**src/rtl/accumulator_bank.sv**
```systemverilog
// accumulator_bank
//   Output accumulator sitting under the systolic array. Holds DEPTH rows of
//   ARR_SIZE signed partial sums, adds incoming column vectors into a chosen
//   row (optionally saturating), and drains the whole tile word by word into
//   the output buffer, zeroing each entry as the buffer accepts it.
//
// Ports
//   clk                   rising-edge clock
//   rst                   asynchronous reset, active low
//   in_valid              accumulate accumulated_val into row in_row
//   in_row                target row
//   accumulated_val       ARR_SIZE signed lanes, lane 0 in the LSBs
//   acc_clear             overwrite the row with the incoming lanes instead of adding
//   sat_en                clamp on signed overflow instead of wrapping
//   store_output          start a drain (only honoured while idle)
//   op_buffer_address     base address for the drain, latched at start
//   output_data           drained word, 0 when output_buffer_enable is low
//   output_buffer_addr    write address for output_data
//   output_buffer_enable  word valid
//   output_buffer_ready   buffer accepts the word this cycle
//   busy                  high while draining
//   drain_done            one-cycle pulse after the final word is accepted
//   overflow              sticky signed-overflow flag, cleared only by reset
//
// state | meaning
// IDLE  | accepting accumulate updates, waiting for store_output
// DRAIN | presenting words to the output buffer, updates dropped

module accumulator_bank #(
    parameter int ARR_SIZE    = 4,
    parameter int VERTICAL_BW = 32,
    parameter int ACC_BW      = 32,
    parameter int DEPTH       = 4,
    parameter int ADDR_W      = 4,
    localparam int ROW_W      = (DEPTH > 1) ? $clog2(DEPTH) : 1
) (
    input  logic                            clk,
    input  logic                            rst,
    input  logic                            in_valid,
    input  logic [ROW_W-1:0]                in_row,
    input  logic [ARR_SIZE*VERTICAL_BW-1:0] accumulated_val,
    input  logic                            acc_clear,
    input  logic                            sat_en,
    input  logic                            store_output,
    input  logic [ADDR_W-1:0]               op_buffer_address,
    output logic [ACC_BW-1:0]               output_data,
    output logic [ADDR_W-1:0]               output_buffer_addr,
    output logic                            output_buffer_enable,
    input  logic                            output_buffer_ready,
    output logic                            busy,
    output logic                            drain_done,
    output logic                            overflow
);

    localparam int N_ENT = DEPTH * ARR_SIZE;
    localparam int CNT_W = (N_ENT > 1) ? $clog2(N_ENT) : 1;

    localparam logic [ACC_BW-1:0] ACC_MAX = {1'b0, {(ACC_BW-1){1'b1}}};
    localparam logic [ACC_BW-1:0] ACC_MIN = {1'b1, {(ACC_BW-1){1'b0}}};

    typedef enum logic {
        IDLE  = 1'b0,
        DRAIN = 1'b1
    } state_t;

    state_t                state_q, state_d;
    logic [ACC_BW-1:0]     acc_q [N_ENT];
    logic [ACC_BW-1:0]     acc_d [N_ENT];
    logic [CNT_W-1:0]      idx_q, idx_d;
    logic [ADDR_W-1:0]     base_q, base_d;
    logic                  en_q, en_d;
    logic                  done_q, done_d;
    logic                  ovf_q, ovf_d;

    // Per-entry adder: both operands sign-extended to ACC_BW+1 so overflow
    // shows up as a disagreement between the top two bits of the sum.
    logic [ACC_BW:0]       lane_ext [N_ENT];
    logic [ACC_BW:0]       sum_w    [N_ENT];
    logic                  ovf_w    [N_ENT];
    logic [ACC_BW-1:0]     res_w    [N_ENT];

    for (genvar e = 0; e < N_ENT; e++) begin : g_ent
        localparam int LANE = e % ARR_SIZE;
        logic [VERTICAL_BW-1:0] lane;
        assign lane        = accumulated_val[LANE*VERTICAL_BW +: VERTICAL_BW];
        assign lane_ext[e] = {{(ACC_BW+1-VERTICAL_BW){lane[VERTICAL_BW-1]}}, lane};
        assign sum_w[e]    = {acc_q[e][ACC_BW-1], acc_q[e]} + lane_ext[e];
        assign ovf_w[e]    = sum_w[e][ACC_BW] ^ sum_w[e][ACC_BW-1];
        always_comb begin
            res_w[e] = sum_w[e][ACC_BW-1:0];
            if (ovf_w[e] && sat_en) begin
                res_w[e] = sum_w[e][ACC_BW] ? ACC_MIN : ACC_MAX;
            end
        end
    end

    logic accept;
    logic last_word;

    assign accept    = en_q && output_buffer_ready;
    assign last_word = (idx_q == CNT_W'(N_ENT - 1));

    always_comb begin
        state_d = state_q;
        acc_d   = acc_q;
        idx_d   = idx_q;
        base_d  = base_q;
        en_d    = en_q;
        done_d  = 1'b0;
        ovf_d   = ovf_q;

        case (state_q)
            IDLE: begin
                if (in_valid) begin
                    for (int e = 0; e < N_ENT; e++) begin
                        // Rows outside 0..DEPTH-1 never match, so such writes drop.
                        if (in_row == ROW_W'(e / ARR_SIZE)) begin
                            if (acc_clear) begin
                                acc_d[e] = lane_ext[e][ACC_BW-1:0];
                            end else begin
                                acc_d[e] = res_w[e];
                                if (ovf_w[e]) begin
                                    ovf_d = 1'b1;
                                end
                            end
                        end
                    end
                end
                // The update above lands on the same edge the drain starts,
                // so the first drained word already reflects it.
                if (store_output) begin
                    state_d = DRAIN;
                    en_d    = 1'b1;
                    idx_d   = '0;
                    base_d  = op_buffer_address;
                end
            end
            DRAIN: begin
                if (accept) begin
                    acc_d[idx_q] = '0;
                    if (last_word) begin
                        state_d = IDLE;
                        en_d    = 1'b0;
                        done_d  = 1'b1;
                    end else begin
                        idx_d = idx_q + CNT_W'(1);
                    end
                end
            end
            default: state_d = IDLE;
        endcase
    end

    always_ff @(posedge clk or negedge rst) begin
        if (!rst) begin
            state_q <= IDLE;
            for (int e = 0; e < N_ENT; e++) begin
                acc_q[e] <= '0;
            end
            idx_q  <= '0;
            base_q <= '0;
            en_q   <= 1'b0;
            done_q <= 1'b0;
            ovf_q  <= 1'b0;
        end else begin
            state_q <= state_d;
            acc_q   <= acc_d;
            idx_q   <= idx_d;
            base_q  <= base_d;
            en_q    <= en_d;
            done_q  <= done_d;
            ovf_q   <= ovf_d;
        end
    end

    assign output_buffer_enable = en_q;
    assign output_data          = en_q ? acc_q[idx_q] : '0;
    assign output_buffer_addr   = en_q ? (base_q + ADDR_W'(idx_q)) : '0;
    assign busy                 = (state_q == DRAIN);
    assign drain_done           = done_q;
    assign overflow             = ovf_q;

endmodule

```
**config.mk**
```make
export PLATFORM = sky130hd
export DESIGN_NAME = accumulator_bank
export DESIGN_NICKNAME = d
export VERILOG_FILES = /design/src/rtl/accumulator_bank.sv
export SDC_FILE = /design/constraint.sdc
export NUM_CORES = 2
export LEC_CHECK = 0
export ABC_AREA = 1
export CAP_MARGIN = 10
export CORE_MARGIN = 4
export CORE_UTILIZATION = 35
export CTS_BUF_LIST = sky130_fd_sc_hd__clkbuf_16
export DETAILED_ROUTE_END_ITERATION = 16
export SYNTH_ARGS = -nofsm -noshare
export SYNTH_HDL_FRONTEND = slang
export SYNTH_SLANG_ARGS = --single-unit
```
**constraint.sdc**
```tcl
create_clock -name clk -period 2.7 [get_ports clk]
set_input_delay 0.54 -clock clk [delete_from_list [all_inputs] [get_ports clk]]
set_output_delay 0.54 -clock clk [all_outputs]
set_load 0.05 [all_outputs]
```
==> results.md <==
- Outcome: finished, violations left
- Violated checks: setup timing
- Dominant synthesized flop cell: dfrtp_1
- Initial antenna violation count: 35
- Layout cells sized above 1: 34.9%
- Drt first pass iters: 7
- Ys async rst share: 100%
- CP endpoint kind: primary output
- # rows: 163
- Fmax: 0.290 GHz
- VDD IR max: 0.743 mV
- Yosys reg bits: 524
- First-pass GRT wire length: 615 mm
- CP Data Arrival Time: 2.91 ns
- Placer Congestion: 1.07
- Grt ovf: 0
- DRT antenna net count: 0
- Top-count cell post-synth: nand2_1
- Top post-synthesis cells by count: 4,645 x nand2_1, 1,387 x nor2_1, 832 x a21oi_1
- Die Y: 455 µm
- Area of the die: 207,000 µm²
- Area post-placement: 99,500 µm²
- Max-Cap Viols: 0
- Core ar.: 198,000 µm²
- Most used cell, CP: buf_12
- Worst setup SP type: flop
- Initial Util: 35.3%
- Final setup violation count: 496
- Number of flops mapped to enable cells by yosys: 0
- # nets final: 15,700
- Final hold vios: 0
- Vias in the first global route: 90,700
- Cell Count Post-Placement: 17,400
- Pin count of the biggest net entering global routing: 155
- Syn. warnings: 0
- IO buf count: 180
- Max-slew headroom at the worst pin: 35.5%
- Area share of the largest cell type after synthesis: 25.0%
- Final Critical Period: 3.45 ns
- Syn_area_per_cell: 5.85 µm²
- Critical Path Max Stage Delay: 0.49 ns
- Power per cell area: 1420 nW/µm²
- Leading area contributor after synthesis: nand2_1
- DRT iter0 DRCs: 11,900
- Cell family with most CP delay: buffers and inverters
- RSZ-0062 raised after global routing: true
- H-tree depth: 3
- DR vias/cell: 5.57
- Mapped Cells: 11,900
- CTS tree: yes
- Worst-Skew Late Latency: 0.74 ns
- Period utilization: 128%
- Clock Skew: 0.0430 ns
- Final instance area: 113,000 µm²
- Synthesized area: 69,800 µm²
- Drc violations: 0
- Kind of critical path: flop to primary output
- Buffers and inverters on the worst path: 7
- Syn nets: 12,600
- Worst min path class: input pin to flop
- Final count of pins violating max slew: 0
- CTS buffer count: 74
- Yosys cell types: 56
- Final setup margin: -0.751 ns
- Post-route insts no fill: 17,800
- Layout Area Growth over Synthesis: 61.6%
- Top cells by area, synth: nand2_1 25%, dfrtp_1 19%, ha_1 9.3%
- Worst-margin pin slew: 0.967 ns
- Horiz. Die Dim: 455 µm
- CTS clock-pin slew for the worst setup and hold paths: 0.07 ns
- Data required, critical path: 2.16 ns
- Maximum fanout along the worst path: 16
- Root buffer selected by CTS: clkbuf_16
- Cell breakdown of the critical path: buf_12 -> inv_16 -> buf_16 -> buf_12 -> nor2_1 -> o22ai_1 -> buf_4 -> nand2_1 -> a41oi_2 -> buf_12 -> buf_12
- Pleak: 55.5 nW
- Clock Tree Buf Depth: 3
- Seq/Total Area, Yosys: 18.8%
- Wirelength per Cell: 25.1 µm
- Final WL: 446 mm
- Clock sink count: 524
- Io pins: 181
- All-layer global routing usage: 40.4%
- Final HPWL DP: 337 mm
- Routed via count: 99,000
- Slowest-stage cell, CP: dfrtp_4
- Total power: 0.160 W
[tightest hold or removal path: cells and delay by family]
family	cells	cell delay [ns]
and+or+nand+nor	2	0.11
buffers and inverters	1	0.40
[area by class of cell]
class                   count  area, µm²
inverters                 824       3150
well taps                2640       3300
flip-flops and latches    524      13100
fillers                 19200      85000
repair buffers           3575      32600
diodes                     23       57.6
clock buffers              77       1930
clock inverters            54        380
multi-input cells       10000      58300
repair inverters            1       8.76
[report_power, final]
group | leakage, nW | switching, W | internal [W]
clock network | 1.18 | 0.00449 | 0.00561
logic | 48.8 | 0.0749 | 0.0607
registers | 5.49 | 0.00323 | 0.0112
total | 55.5 | 0.0826 | 0.0776
[routing by layer]
layer | part of all wire (%) | track usage [%] | up-vias
met1 | 38 | 50.6 | 45800
met4 | 11 | 33.1 | 12
li1 | - | - | 45600
met5 | 0.017 | 0 | -
met2 | 40 | 59.1 | 5977
met3 | 11 | 9.27 | 1651
[registers in the layout, summed over array words and instances, names as in the netlist]
register              cells
output_buffer_enable      1
acc_q                   512
drain_done                1
idx_q                     4
overflow                  1
busy                      1
base_q                    4
[cells by family (layout without fill, tap and decap cells)]
group                    Yosys count  count (layout)  synth area share (%)
AND/OR/NAND/NOR                 6714            6715                  38.0
flip-flops                       524             524                  18.8
adder cells (fa/ha/maj)          536             536                  9.79
buffers and inverters           1356            4531                  8.19
other                              0              23                     0
XOR/XNOR                         388             388                  4.87
AO/OA/AOI/OAI                   2409            2409                  20.4
[final timing paths]
check / from / endpoint / slack [ns] / depth (start not counted)
max: idx_q[0]$_DFFE_PN0P_ / output_data[13] / -0.75 / 11
min reg2reg: base_q[2]$_DFFE_PN0P_ / base_q[2]$_DFFE_PN0P_ / 0.49 / 2
min in group asynchronous: rst / acc_q[111]$_DFFE_PN0P_ / 0.42 / 2
max reg2reg: acc_q[64]$_DFFE_PN0P_ / acc_q[75]$_DFFE_PN0P_ / -0.34 / 21
min: op_buffer_address[0] / base_q[0]$_DFFE_PN0P_ / 0.34 / 3
max in group asynchronous: rst / acc_q[452]$_DFFE_PN0P_ / 1.37 / 4
[cell usage in the layout (no fill, tap or decap), drive strengths merged, types with 23 or more instances in the layout]
cell type      netlist  layout
o21bai              86      86
o22ai              122     122
o21ai              495     495
ha                 519     519
clkinv               4      30
inv                820     839
diode                0      23
buf                217    3404
a21boi              34      34
xnor2              108     108
a21o                49      49
nor3                99      99
dfrtp              524     524
xor2               280     280
clkbuf             311     106
nand2             4720    4721
a31oi              515     515
nand3              353     353
clkdlybuf4s50        0     112
a41oi               32      32
nor2              1403    1403
a21oi              987     987
nand4               64      64
[through the flow]
stage | hold slack [ns] | TNS, ns | setup slack [ns] | utilization, %
after floorplan | 0.244 | 0 | 0.00240 | -
after global placement | 0.472 | -521.65 | -1.17 | 50.3
after detailed placement | 0.476 | -536.89 | -1.22 | 50.3
after CTS | 0.325 | -54.72 | -0.742 | 53.9
after global routing | 0.357 | -159.50 | -0.783 | 57.0
final | 0.344 | -89.97 | -0.751 | 57.0
[repair_timing]
item                                   CTS  global route
gates resized for setup                714          1328
setup endpoints to repair              538           545
setup buffers                           92            78
pin swaps                              145           453
endpoints found under the hold margin   19             0
cloned                                  58            32
hold buffers                             1             0
(Power assumes the default switching activity.)
